File: src/rtl/cs_pkg.sv
// Shared defaults, derived widths, FSM state and mode encoding for the
// sliding-window comparator/selector (cs_window_param).
package cs_pkg;

    localparam int DEF_DATA_W = 8;
    localparam int DEF_WIN    = 9;
    localparam int DEF_SHIFT  = 3;
    localparam int DEF_OUT_W  = 10;

    function automatic int sum_width(input int data_w, input int win);
        return data_w + $clog2(win + 1);
    endfunction

    function automatic int full_width(input int data_w, input int win);
        return data_w + $clog2(2 * win) + 1;
    endfunction

    localparam int SUM_W  = sum_width(DEF_DATA_W, DEF_WIN);
    localparam int FULL_W = full_width(DEF_DATA_W, DEF_WIN);

    typedef enum logic {
        FILL = 1'b0,
        RUN  = 1'b1
    } state_t;

    localparam logic MODE_BELOW = 1'b0;
    localparam logic MODE_ABOVE = 1'b1;

endpackage

File: src/rtl/cs_select.sv
// Combinational compare-and-reduce tree: picks the window sample nearest the
// average from below (MODE_BELOW) or above (MODE_ABOVE) without dividing.
module cs_select
    import cs_pkg::*;
#(
    parameter int DATA_W = DEF_DATA_W,
    parameter int WIN    = DEF_WIN,
    parameter int SUM_W  = sum_width(DEF_DATA_W, DEF_WIN)
) (
    input  logic [DATA_W-1:0] i_win [WIN],
    input  logic [SUM_W-1:0]  i_sum,
    input  logic              i_mode,
    output logic [DATA_W-1:0] o_xappr
);

    localparam int LOG = $clog2(WIN);
    localparam int NP  = 1 << LOG;

    logic w_above;
    assign w_above = (i_mode == MODE_ABOVE);

    // A leaf qualifies when X*WIN sits on the requested side of sum; each
    // node then keeps the qualifying value closest to the average.
    for (genvar l = 0; l <= LOG; l++) begin : g_lvl
        localparam int N = NP >> l;
        logic [DATA_W-1:0] w_val [N];
        logic              w_ok  [N];

        if (l == 0) begin : g_leaf
            for (genvar j = 0; j < N; j++) begin : g_j
                if (j < WIN) begin : g_real
                    logic [SUM_W-1:0] w_scaled;
                    assign w_scaled = SUM_W'(i_win[j]) * SUM_W'(WIN);
                    assign w_ok[j]  = w_above ? (w_scaled >= i_sum) : (w_scaled <= i_sum);
                    assign w_val[j] = i_win[j];
                end else begin : g_pad
                    assign w_ok[j]  = 1'b0;
                    assign w_val[j] = '0;
                end
            end
        end else begin : g_node
            for (genvar j = 0; j < N; j++) begin : g_j
                logic [DATA_W-1:0] w_l_val;
                logic [DATA_W-1:0] w_r_val;
                logic              w_l_ok;
                logic              w_r_ok;
                logic              w_r_better;
                logic              w_pick_r;
                assign w_l_val    = g_lvl[l-1].w_val[2*j];
                assign w_r_val    = g_lvl[l-1].w_val[2*j+1];
                assign w_l_ok     = g_lvl[l-1].w_ok[2*j];
                assign w_r_ok     = g_lvl[l-1].w_ok[2*j+1];
                assign w_r_better = w_above ? (w_r_val < w_l_val) : (w_r_val > w_l_val);
                assign w_pick_r   = w_r_ok && (!w_l_ok || w_r_better);
                assign w_ok[j]    = w_l_ok | w_r_ok;
                assign w_val[j]   = w_pick_r ? w_r_val : w_l_val;
            end
        end
    end

    assign o_xappr = g_lvl[LOG].w_val[0];

endmodule

File: src/rtl/cs_window_param.sv
// Sliding-window comparator/selector: Y = sat((sum + WIN*Xappr) >> SHIFT).
// Define CS_PIPE_EN to add a snapshot register stage before selection.
module cs_window_param
    import cs_pkg::*;
#(
    parameter int DATA_W = DEF_DATA_W,
    parameter int WIN    = DEF_WIN,
    parameter int SHIFT  = DEF_SHIFT,
    parameter int OUT_W  = DEF_OUT_W
) (
    input  logic              clk,
    input  logic              reset,
    input  logic              in_valid,
    input  logic [DATA_W-1:0] X,
    input  logic              flush,
    input  logic              mode,
    output logic              out_valid,
    output logic [OUT_W-1:0]  Y,
    output logic              win_full,
    output state_t            o_dbg_state
);

    localparam int SUM_W  = sum_width(DATA_W, WIN);
    localparam int FULL_W = full_width(DATA_W, WIN);
    localparam int CNT_W  = $clog2(WIN + 1);

    // Handshake: in_valid has no back-pressure; X is taken on every rising
    // edge where in_valid=1. out_valid is a one-cycle pulse per accepted sample
    // that left the window full; Y holds between pulses.
    logic [DATA_W-1:0] r_win [WIN];
    logic [SUM_W-1:0]  r_sum;
    logic [CNT_W-1:0]  r_cnt;
    state_t            r_state;
    logic              r_pend;
    logic              r_out_valid;
    logic [OUT_W-1:0]  r_y;

    state_t            w_state_nxt;
    logic [SUM_W-1:0]  w_sum_nxt;
    logic [CNT_W-1:0]  w_cnt_nxt;
    logic              w_pend_nxt;
    logic [DATA_W-1:0] w_oldest;

    // Until the window is full the last slot holds stale data, so it must not be subtracted.
    assign w_oldest = (r_state == RUN) ? r_win[WIN-1] : '0;

    always_comb begin
        w_state_nxt = r_state;
        w_sum_nxt   = r_sum;
        w_cnt_nxt   = r_cnt;
        if (flush) begin
            w_state_nxt = FILL;
            w_sum_nxt   = in_valid ? SUM_W'(X) : '0;
            w_cnt_nxt   = in_valid ? CNT_W'(1) : '0;
        end else if (in_valid) begin
            w_sum_nxt = r_sum + SUM_W'(X) - SUM_W'(w_oldest);
            if (r_cnt != CNT_W'(WIN)) begin
                w_cnt_nxt = r_cnt + CNT_W'(1);
            end
            if (r_state == FILL && w_cnt_nxt == CNT_W'(WIN)) begin
                w_state_nxt = RUN;
            end
        end
        w_pend_nxt = in_valid && (w_state_nxt == RUN);
    end

    always_ff @(posedge clk) begin
        if (!reset) begin
            r_state <= FILL;
            r_sum   <= '0;
            r_cnt   <= '0;
            r_pend  <= 1'b0;
        end else begin
            r_state <= w_state_nxt;
            r_sum   <= w_sum_nxt;
            r_cnt   <= w_cnt_nxt;
            r_pend  <= w_pend_nxt;
        end
    end

    always_ff @(posedge clk) begin
        if (!reset) begin
            for (int i = 0; i < WIN; i++) begin
                r_win[i] <= '0;
            end
        end else if (in_valid) begin
            r_win[0] <= X;
            for (int i = 1; i < WIN; i++) begin
                r_win[i] <= r_win[i-1];
            end
        end
    end

    logic [DATA_W-1:0] w_sel_win [WIN];
    logic [SUM_W-1:0]  w_sel_sum;
    logic              w_sel_valid;

`ifdef CS_PIPE_EN
    logic [DATA_W-1:0] r_p_win [WIN];
    logic [SUM_W-1:0]  r_p_sum;
    logic              r_p_valid;

    always_ff @(posedge clk) begin
        if (!reset) begin
            r_p_valid <= 1'b0;
            r_p_sum   <= '0;
            for (int i = 0; i < WIN; i++) begin
                r_p_win[i] <= '0;
            end
        end else begin
            r_p_valid <= r_pend;
            if (r_pend) begin
                r_p_sum <= r_sum;
                r_p_win <= r_win;
            end
        end
    end

    assign w_sel_win   = r_p_win;
    assign w_sel_sum   = r_p_sum;
    assign w_sel_valid = r_p_valid;
`else
    assign w_sel_win   = r_win;
    assign w_sel_sum   = r_sum;
    assign w_sel_valid = r_pend;
`endif

    logic [DATA_W-1:0] w_xappr;
    logic [FULL_W-1:0] w_full;
    logic [FULL_W-1:0] w_shifted;
    logic              w_sat;
    logic [OUT_W-1:0]  w_y;

    cs_select #(
        .DATA_W (DATA_W),
        .WIN    (WIN),
        .SUM_W  (SUM_W)
    ) u_select (
        .i_win   (w_sel_win),
        .i_sum   (w_sel_sum),
        .i_mode  (mode),
        .o_xappr (w_xappr)
    );

    assign w_full    = FULL_W'(w_sel_sum) + FULL_W'(w_xappr) * FULL_W'(WIN);
    assign w_shifted = w_full >> SHIFT;
    assign w_sat     = |(w_shifted >> OUT_W);
    assign w_y       = w_sat ? '1 : OUT_W'(w_shifted);

    always_ff @(posedge clk) begin
        if (!reset) begin
            r_out_valid <= 1'b0;
            r_y         <= '0;
        end else begin
            r_out_valid <= w_sel_valid;
            if (w_sel_valid) begin
                r_y <= w_y;
            end
        end
    end

    assign out_valid   = r_out_valid;
    assign Y           = r_y;
    assign win_full    = (r_state == RUN);
    assign o_dbg_state = r_state;

endmodule

File: config.mk
export PLATFORM = sky130hd
export DESIGN_NAME = cs_window_param
export DESIGN_NICKNAME = d
export VERILOG_FILES = /design/src/rtl/cs_pkg.sv /design/src/rtl/cs_select.sv /design/src/rtl/cs_window_param.sv
export SDC_FILE = /design/constraint.sdc
export NUM_CORES = 1
export LEC_CHECK = 0
export CELL_PAD_IN_SITES_DETAIL_PLACEMENT = 0
export CELL_PAD_IN_SITES_GLOBAL_PLACEMENT = 2
export CORE_MARGIN = 2
export CORE_UTILIZATION = 44
export DETAILED_ROUTE_END_ITERATION = 10
export PLACE_DENSITY_LB_ADDON = 0.1
export SYNTH_ARGS = -nofsm -noshare
export SYNTH_HDL_FRONTEND = slang
export SYNTH_HIERARCHICAL = 1
export SYNTH_SLANG_ARGS = --single-unit
export TNS_END_PERCENT = 5
File: constraint.sdc
create_clock -name clk -period 31.2 [get_ports clk]
set_clock_uncertainty 0.05 [all_clocks]
set_input_delay 3.12 -clock clk [delete_from_list [all_inputs] [get_ports clk]]
set_output_delay 3.12 -clock clk [all_outputs]
set_load 0.05 [all_outputs]
==> metrics, run 1 <==
GPL Wtd Cong=just under 0.9; post-synthesis sequential area ratio=between 15 and 20%; endpoints failing setup=0; Yosys cell types=84; Worst EP required=between 30 and 40 ns; Site Rows=between 60 and 70; worst slack at placement=between 15 and 20 ns; clk sinks=between 100 and 150; CP max stage delay=roughly 0.50 ns; Die H=179 um; slew margin rel.=between 20 and 30%; post-DP HPWL=29.3 mm; clock network latency to the later pin of the worst-skew pair=0.39 ns; Cell Count, Final, Fillers Out=approximately 2000; setup ws final=~17 ns; Starting Density=between 40% and 50%; CTS tree=done; sum of negative setup slack=0 ns; Worst Tran Pin Value=1.10 ns; commonest non-fill, non-tap cell in the layout=ha_1; # Max-Cap Violations=0; CTS root buf=clkbuf_16; maximum fanout along the worst path=34; ranking of synthesized cells by area=ha_1 (27%), dfxtp_1 (15%), mux2i_1 (6.8%); critical path's slowest cell=fa_1; CTS resizes=0; Hold Buf Count CTS=0; Startpoint Class=input port; Hold Crit Class=flop to flop; Power per Cell Area=between 40 and 50 mW/mm^2; most frequent cells in the layout=ha_1 (296), inv_1 (182), a21oi_1 (129); CP top delay family=compound AO/OA/AOI/OAI gates; WL per Instance=about 20 um; 1st-pass router iterations=5; nets=1913; syn avg cell area=~8.5 um^2; Synth top area share=a little over a quarter; I/O pin count=26; Layout area overhead=6.50%; Peak Freq=about 72 MHz; total gr overflow=0; Via Count=approximately 11000; Synth area leader=ha_1; status=complete, no violations; largest net degree at the start of global routing=94; initial antenna violation count=0; postcts setup bufs=0; RSZ-0062 raised after global routing=no; Post-synth EDFFs=0; Placed Instances=just under 2000; Fillers=about 3000; Yosys Warn Count=6; reg2reg setup slack=about 18 ns; Final Hold Viols=0; vias in the first global route=approximately 11000; worst setup path category=input port to flop; H-tree Lvls=3; most used cell along the critical path=ha_1; GRT Total Usage=about a quarter; synthesized net count=approximately 1900; Clock Path Buffers=2; initial DRC count=between 500 and 600; drc violations=0; IO buf count=25; CP arrival=14.15 ns; chip width=about 180 um; asr flop ratio synth=0%; share of cells above drive strength 1=around 4.5%; # diodes=0; final slew viol count=0; CP Buf/Inv Count=7; Peak VDD IR=approximately 0.042 mV; Synth Instances=1581; Final period util=around 45%; leakage power=6.76 nW; Final min period=approximately 14 ns; post-synthesis cell area=about 0.013 mm^2; total core area=roughly 0.030 mm^2; Num CTS Buffers=9; first-pass GRT wire length=approximately 62 mm; Main synth FF type=dfxtp_1; Die ar.=around 0.032 mm^2; Worst setup EP type=flop; post-route ant nets=0; Reg clk slew, reported paths=approximately 0.070 ns; vias per cell=between 5 and 6; flops & latches, synth=a little over 100; DRT Wirelength=~39 mm
flip-flops by register name, indices dropped and copies added (netlist names):
register and cells:
Y 10, r_sum 12, r_cnt 4, r_win 72, r_pend 1, out_valid 1
o_dbg_state 1
final timing paths:
path                                start   end  cells after the start
worst max-delay path                 mode  Y[6]                     47
worst min-delay path                 Y[6]  Y[6]                      2
worst max register to register  r_win[45]  Y[6]                     54
worst min register to register       Y[6]  Y[6]                      2
cell type report:
cell class	instances	area, um^2	share of cell area [%]
clock buffers	9	225	1.57
well taps	396	495	3.45
multi-input cells	1252	10500	73.5
clock inverters	7	58.8	0.410
flip-flops and latches	101	2020	14.1
repair buffers	35	318	2.22
inverters	183	687	4.79
cell usage after synthesis, drive strengths merged (9+ instances only):
| cell | n |
|---|---|
| a211oi | 18 |
| a21boi | 12 |
| a21o | 37 |
| a21oi | 131 |
| a221oi | 11 |
| a311o | 10 |
| a31oi | 13 |
| and2 | 24 |
| buf | 21 |
| clkbuf | 24 |
| dfxtp | 101 |
| fa | 22 |
| ha | 296 |
| inv | 183 |
| mux2i | 92 |
| nand2 | 73 |
| nand3 | 24 |
| nand4 | 43 |
| nor2 | 35 |
| nor2b | 103 |
| nor3 | 43 |
| o211ai | 23 |
| o21a | 22 |
| o21ai | 50 |
| o21bai | 10 |
| o221ai | 9 |
| xnor2 | 52 |
| xor2 | 12 |
through the flow:
stage	utilization (%)	hold WS (ns)	power (mW)	area, um^2
3_3_place_gp	46.3	0.423	0.597	14100
4_1_cts	47.3	0.432	0.716	14300
6_report	47.3	0.428	0.713	14300
2_1_floorplan	-	0.448	0.504	13500
3_5_place_dp	46.3	0.419	0.598	14100
5_1_grt	47.3	0.472	0.777	14300
cells by family (layout without fill, tap and decap cells):
| logic type | Yosys count | after routing | synth area share (%) |
|---|---|---|---|
| adders and majority gates | 318 | 318 | 30.8 |
| and+or+nand+nor | 378 | 378 | 15.7 |
| AOI/OAI and AO/OA | 396 | 396 | 20.4 |
| buffers and inverters | 228 | 234 | 6.74 |
| muxes | 96 | 96 | 7.17 |
| xor gates and xnor gates | 64 | 64 | 4.16 |
| DFF | 101 | 101 | 15.0 |
where the power goes:
part	total, mW	switching [mW]	internal, mW
Clock	0.115	0.0597	0.0555
Combinational	0.461	0.270	0.191
Sequential	0.137	0.00490	0.132
Total	0.713	0.335	0.378
per-layer routing:
metal	wire length, um	global-route usage (%)	up-vias
met2	18400	43.5	203
li1	-	-	5753
met3	1510	3.88	39
met4	766	6.30	0
met1	18500	32.9	5403
met5	0	0	-
worst register-to-register path: cells and delay by family (launching register included):
kind                     cells  cell delay [ns]
AND/OR/NAND/NOR              4             1.14
buffers and inverters        4             0.45
multiplexers                 4             1.24
XOR/XNOR                     2             0.31
adder cells (fa/ha/maj)      9             2.91
AO/OA/AOI/OAI               31             6.20
flip-flops                   1             0.52
No activity file was read; power rests on OpenSTA's default activity.
==> run 2, diff against run 1 <==
--- a/config.mk
+++ b/config.mk
@@ -8,7 +8,7 @@
 export CELL_PAD_IN_SITES_DETAIL_PLACEMENT = 0
 export CELL_PAD_IN_SITES_GLOBAL_PLACEMENT = 2
 export CORE_MARGIN = 2
-export CORE_UTILIZATION = 44
+export CORE_UTILIZATION = 37
 export DETAILED_ROUTE_END_ITERATION = 10
 export PLACE_DENSITY_LB_ADDON = 0.1
 export SYNTH_ARGS = -nofsm -noshare
==> constraint.sdc (replaced) <==
create_clock -name clk -period 11.65 [get_ports clk]
set_clock_uncertainty 0.05 [all_clocks]
set_input_delay 1.165 -clock clk [delete_from_list [all_inputs] [get_ports clk]]
set_output_delay 1.165 -clock clk [all_outputs]
set_load 0.05 [all_outputs]
==> run 2 against run 1 <==
Hold slack got worse by 0.0061 ns. Sequential power rose to 2.6 times the previous value. Clock-buffer cell count rose by 1. Die area rose by 18%. Clock power rose to 2.8 times the previous value. Worst setup slack got worse by 17 ns. Sequential share of layout area fell by 1.8 points. Utilization fell by 1.3 points. Global-route usage fell by 1.9 points. Cell count rose by 13%. Via count rose by 6.7%. Combinational power rose to 3.9 times the previous value.
==> metrics, run 2 (synthesis results as in run 1) <==
status=complete, no violations (unchanged); CP top delay family=compound AO/OA/AOI/OAI gates (unchanged); Via Count=12161 (was 11398); worst slack at placement=-0.320 ns (was 17.02 ns); I/O pin count=26 (unchanged); met3 track demand over resource=1.89% (was 3.88%); setup ws final=0.167 ns (was 17.24 ns); Worst Tran Pin Value=1.19 ns (was 1.10 ns); Die H=195 um (was 179 um); WL per Instance=19.7 um (was 19.8 um); IO buf count=25 (unchanged); GPL Wtd Cong=0.926 (was 0.877); sum of negative setup slack=0 ns (unchanged); GRT Total Usage=23.4% (was 25.2%); 1st-pass router iterations=7 (was 5); nets=2100 (was 1913); max reg flops=72 (unchanged); clk sinks=101 (unchanged); Clock Path Buffers=2 (unchanged); # Max-Cap Violations=0 (unchanged); Final min period=about 11 ns; reg2reg setup slack=0.17 ns (was 18.25 ns); most frequent cells in the layout=ha_1 (288), buf_4 (194), inv_1 (182) (was ha_1 (296), inv_1 (182), a21oi_1 (129)); Peak VDD IR=0.161 mV (was 0.0424 mV); Power per Cell Area=152 mW/mm^2 (was 49.7 mW/mm^2); first-pass GRT wire length=68.4 mm (was 61.6 mm); Hold Crit Class=flop to flop (unchanged); Site Rows=69 (was 64); total core area=0.0357 mm^2 (was 0.0303 mm^2); vias per cell=5.44 (was 5.75); Final Hold Viols=0 (unchanged); Die ar.=0.0379 mm^2 (was 0.0320 mm^2); Layout area overhead=21.9% (was 6.50%); final slew viol count=0 (unchanged); CTS root buf=clkbuf_16 (unchanged); Startpoint Class=flop (was input port); drc violations=0 (unchanged); most used cell along the critical path=a21o_1 (was ha_1); total gr overflow=0 (unchanged); Hold Buf Count CTS=0 (unchanged); share of cells above drive strength 1=19.0% (was 4.47%); busiest grt layer=met2 (unchanged); DRT Wirelength=44.0 mm (was 39.2 mm); post-route ant nets=0 (unchanged); commonest non-fill, non-tap cell in the layout=ha_1 (unchanged); endpoints failing setup=0 (unchanged); RSZ-0062 raised after global routing=yes (was no); Peak Freq=~87 MHz; met1 usage=31.5% (was 32.9%); worst setup path category=flop to flop (was input port to flop); # diodes=0 (unchanged); critical path's slowest cell=fa_1 (unchanged); Starting Density=37.7% (was 44.4%); CP max stage delay=0.50 ns (about the same); post-DP HPWL=33.8 mm (was 29.3 mm); Worst EP required=11.85 ns (was 31.39 ns); CP Buf/Inv Count=5 (was 7); vias in the first global route=12075 (was 11189); slew margin rel.=20.8% (was 26.8%); largest net degree at the start of global routing=94 (unchanged); Top reg by flops=r_win (unchanged); initial DRC count=524 (was 534); clock network latency to the later pin of the worst-skew pair=0.40 ns (was 0.39 ns); CTS tree=done (unchanged); maximum fanout along the worst path=11 (was 34); M2 GR Usage=39.6% (was 43.5%); Final period util=slightly below 100%; Worst setup EP type=flop (unchanged); initial antenna violation count=1 (was 0); Fillers=3583 (was 3005); Num CTS Buffers=9 (unchanged); CP arrival=11.68 ns (was 14.15 ns); Reg clk slew, reported paths=0.08 ns (was 0.07 ns); leakage power=7.80 nW (was 6.76 nW); chip width=195 um (was 179 um); H-tree Lvls=3 (unchanged)
[run 2: cell count changes in the layout (fill, tap and decap cells not counted), sizes merged]
cell           previous run  this run
buf                      12       200
clkbuf                    9        10
clkdlybuf4s50            23        22
clkinv                    3         2
[run 2: timing repair]
action | CTS | global route
pin swaps | 11 | 48
endpoints found under the setup margin | 8 | 10
resized for setup | 37 | 80
setup buffers | 8 | 14
cloned | 0 | 0
[run 2: power breakdown]
group	switching (mW)	total, mW	internal [mW]
logic	0.933	1.80	0.872
registers	0.00826	0.361	0.353
clock network	0.170	0.325	0.155
total	1.11	2.49	1.38
[run 2: layout make-up]
class	instances	area (um^2)	share of cell area (%)
Multi-Input combinational cell	1252	11100	67.6
Inverter	183	687	4.18
Clock buffer	10	239	1.46
Clock inverter	6	53.8	0.328
Tap cell	461	577	3.51
Sequential cell	101	2020	12.3
Timing Repair Buffer	222	1740	10.6
[run 2: final timing paths]
path         startpoint  endpoint  cells after the start
max reg2reg   r_win[42]      Y[8]                     54
min reg2reg        Y[6]      Y[6]                      2
max           r_win[42]      Y[8]                     54
min                Y[6]      Y[6]                      2
[run 2: worst reg2reg max path, delay by kind of cell (launching register included)]
kind | cells | cell delay, ns
fa+ha+maj | 9 | 2.92
simple gates | 4 | 0.69
xor+xnor | 2 | 0.26
mux | 4 | 1.05
compound gates | 30 | 5.47
flops | 1 | 0.32
buf+inv | 5 | 0.57
[run 2: through the flow]
step | util [%] | instances | total power, mW | hold slack (ns) | instance area, um^2
finish | 45.9 | 2235 | 2.49 | 0.422 | 16400
global route | 45.9 | 2235 | 2.70 | 0.443 | 16400
CTS | 44.5 | 2221 | 2.27 | 0.422 | 15900
detailed placement | 43.1 | 2197 | 1.85 | 0.409 | 15400
global placement | 43.1 | 2197 | 1.85 | 0.414 | 15400
floorplan | - | 1581 | 1.35 | 0.448 | 13500
[run 2: per-layer routing]
layer  vias up  share of wire [%]  wire [um]
li1       6113                  -          -
met1      5857                 49      21500
met2       150                 47      20500
met3        41                2.3       1020
met4         0                2.2        990
met5         -                  0          0
==> run 3, diff against run 2 <==
--- a/config.mk
+++ b/config.mk
@@ -5,10 +5,10 @@
 export SDC_FILE = /design/constraint.sdc
 export NUM_CORES = 1
 export LEC_CHECK = 0
+export ABC_AREA = 1
 export CELL_PAD_IN_SITES_DETAIL_PLACEMENT = 0
 export CELL_PAD_IN_SITES_GLOBAL_PLACEMENT = 2
-export CORE_MARGIN = 2
-export CORE_UTILIZATION = 37
+export CORE_UTILIZATION = 33
 export DETAILED_ROUTE_END_ITERATION = 10
 export PLACE_DENSITY_LB_ADDON = 0.1
 export SYNTH_ARGS = -nofsm -noshare
==> run 3 against run 2 <==
Area after synthesis grew 0.85%. Largest power group unchanged. Sequential cell count stayed put. Largest cell class unchanged. Hold slack gained 0.015 ns. Fmax up 9.4%. Synthesized cell count up 28%. Sequential share of layout area up 1.5 points. Clock power fell by 6%. Routed wire length is 0.83% lower.
==> metrics, run 3 <==
post-synthesis sequential area ratio=14.9% (was 15.0%); Hold Crit Class=flop to flop (unchanged); Tot Pwr=2.46 mW (was 2.49 mW); most frequent cells in the layout=nand2_1 (469), inv_1 (319), ha_1 (296) (was ha_1 (288), buf_4 (194), inv_1 (182)); Synth top area share=27.3% (was 27.5%); clock network fraction of design power=12.4% (was 13.0%); Psw=1.32 mW (was 1.11 mW); Synth Instances=2020 (was 1581); IO buf count=25 (unchanged); Site Rows=73 (was 69); I/O pin count=26 (unchanged); Power per Cell Area=168 mW/mm^2 (was 152 mW/mm^2); most common cell in the synthesized netlist=nand2_1 (was ha_1); Synth area leader=ha_1 (unchanged); vias in the first global route=12390 (was 12075); CP arrival=10.74 ns (was 11.68 ns); synthesized net count=2351 (was 1912); RSZ-0062 raised after global routing=no (was yes); final slew viol count=0 (unchanged); Compound-Gate Fraction of Synth Area=11.8% (was 20.4%); post-route cell area=0.0146 mm^2 (was 0.0164 mm^2); ranking of synthesized cells by area=ha_1 (27%), dfxtp_1 (15%), nand2_1 (13%) (was ha_1 (27%), dfxtp_1 (15%), mux2i_1 (6.8%)); vias per cell=4.87 (was 5.44); placed cell area=0.0143 mm^2 (was 0.0154 mm^2); post-route ant nets=0 (unchanged); drc violations=0 (unchanged); postcts setup bufs=0 (was 8); CTS tree=done (unchanged); CP top delay family=simple AND/OR/NAND/NOR gates (was compound AO/OA/AOI/OAI gates); mux share of post-synthesis cell area=0% (was 7.17%); max reg flops=72 (unchanged); Final Hold Viols=0 (unchanged); asr flop ratio synth=0% (unchanged); # diodes=0 (unchanged); total core area=0.0402 mm^2 (was 0.0357 mm^2); Commonest cells post-synth=nand2_1 (469), inv_1 (320), ha_1 (296), nor2_1 (216), a21oi_1 (129) (was ha_1 (296), inv_1 (182), a21oi_1 (129), nor2b_1 (102), dfxtp_1 (101)); reg2reg setup slack=1.15 ns (was 0.17 ns); initial antenna violation count=0 (was 1); initial DRC count=598 (was 524); most used cell along the critical path=nand2_1 (was a21o_1); Peak VDD IR=0.166 mV (was 0.161 mV); sum of negative setup slack=0 ns (unchanged); slew margin rel.=26.2% (was 20.8%); WHS=0.437 ns (was 0.422 ns); Worst setup EP type=flop (unchanged); syn avg cell area=6.72 um^2 (was 8.52 um^2); Final Util=36.3% (was 45.9%); post-DP HPWL=32.7 mm (was 33.8 mm); leakage power=7.89 nW (was 7.80 nW); Reg power frac=16.6% (was 14.5%); flops & latches, synth=101 (unchanged); first-pass GRT wire length=69.6 mm (was 68.4 mm); worst setup path category=flop to flop (unchanged); Worst EP required=11.89 ns (was 11.85 ns); critical path's slowest cell=dfxtp_1 (was fa_1); Cell Count, Final, Fillers Out=2559 (was 2235); Final min period=10.50 ns (was 11.48 ns); 1st-pass router iterations=5 (was 7); Placed Instances=2543 (was 2197); CTS root buf=clkbuf_16 (unchanged); maximum fanout along the worst path=9 (was 11); status=complete, no violations (unchanged); Int Power=1.14 mW (was 1.38 mW); Peak Freq=95.2 MHz (was 87.1 MHz); WL per Instance=17.1 um (was 19.7 um); total gr overflow=0 (unchanged); Critical R2R Launch=r_win[67] (was r_win[42]); DRT Wirelength=43.7 mm (was 44.0 mm); Startpoint Class=flop (unchanged); commonest non-fill, non-tap cell in the layout=nand2_1 (was ha_1); Sw Ratio=53.6% (was 44.6%); Post-Synth Simple-Gate Area=28.5% (was 15.7%); adder-cell share of the synthesized area=30.5% (was 30.8%); Post-synth EDFFs=0 (unchanged); Clock Path Buffers=2 (unchanged); clk sinks=101 (unchanged); worst slack at placement=1.12 ns (was -0.320 ns); Die H=205 um (was 195 um); CP max stage delay=0.52 ns (was 0.50 ns); nets=2360 (was 2100); Worst Tran Pin Value=1.11 ns (was 1.19 ns); Final period util=90.1% (was 98.6%); # Max-Cap Violations=0 (unchanged); Num CTS Buffers=9 (unchanged); clock network latency to the later pin of the worst-skew pair=0.38 ns (was 0.40 ns); Yosys Warn Count=6 (unchanged); crit path from=r_win[67] (was r_win[42]); power share of the combinational group=71.0% (was 72.5%); endpoints failing setup=0 (unchanged); Die ar.=0.0420 mm^2 (was 0.0379 mm^2); Yosys cell types=53 (was 84); Top reg by flops=r_win (unchanged); GRT Total Usage=21.9% (was 23.4%); Reg clk slew, reported paths=0.08 ns (about the same); Post-Synth XOR/XNOR Area=3.48% (was 4.16%); Layout area overhead=7.40% (was 21.9%); Starting Density=33.8% (was 37.7%); largest family of logic cells by synthesized area=adder cells (unchanged); Main synth FF type=dfxtp_1 (unchanged); chip width=205 um (was 195 um); hold path start=Y[2] (was Y[6]); Via Count=12475 (was 12161); CP Buf/Inv Count=8 (was 5); share of cells above drive strength 1=4.28% (was 19.0%); largest net degree at the start of global routing=73 (was 94); GPL Wtd Cong=0.830 (was 0.926); post-synthesis cell area=0.0136 mm^2 (was 0.0135 mm^2); setup ws final=1.15 ns (was 0.167 ns); H-tree Lvls=3 (unchanged)
==> run 3: logic make-up (layout without fill, tap and decap cells) <==
logic type / Yosys count / after routing
XOR/XNOR: 54 / 54
flip-flops: 101 / 101
AO/OA/AOI/OAI: 290 / 290
adder cells (fa/ha/maj): 318 / 318
buffers and inverters: 364 / 378
AND/OR/NAND/NOR: 893 / 893
==> run 3: area by class of cell <==
class | instances | area, um^2
Multi-Input combinational cell | 1555 | 10100
Timing Repair Buffer | 31 | 285
Inverter | 331 | 1250
Clock inverter | 5 | 36.3
Clock buffer | 11 | 243
Tap cell | 525 | 657
Sequential cell | 101 | 2020
Fill cell | 4393 | 25600
==> run 3: tightest hold or removal path: cells and delay by family, from the launching register on <==
family / cells / cell delay (ns)
DFF: 1 / 0.32
and+or+nand+nor: 2 / 0.13
==> run 3: what timing repair did <==
| item | 4_1_cts | 5_1_grt |
|---|---|---|
| hold buffers | 0 | 0 |
| setup endpoints to repair | 0 | 2 |
| gates resized for setup | 0 | 1 |
==> run 3: power groups by stage <==
stage / registers (mW) / clock network, mW / logic, mW
6_report: 0.408 / 0.306 / 1.74
5_1_grt: 0.413 / 0.331 / 2.02
4_1_cts: 0.409 / 0.319 / 1.76
3_5_place_dp: 0.417 / 0 / 1.75
3_3_place_gp: 0.417 / 0 / 1.75
2_1_floorplan: 0.394 / 0 / 1.34
==> run 3: path summary, 6_finish.rpt <==
check | to | depth (start not counted)
worst max-delay path | Y[7] | 69
worst min-delay path | Y[2] | 2
worst min register to register | Y[2] | 2
worst max register to register | Y[7] | 69
==> run 3: metal layers <==
metal / GRT usage, % / wire length, um / vias up
met2: 36.4 / 19800 / 142
li1: - / - / 6553
met1: 29.7 / 21800 / 5736
met4: 6.85 / 1000 / 0
met5: 0 / 0 / -
met3: 1.92 / 981 / 44
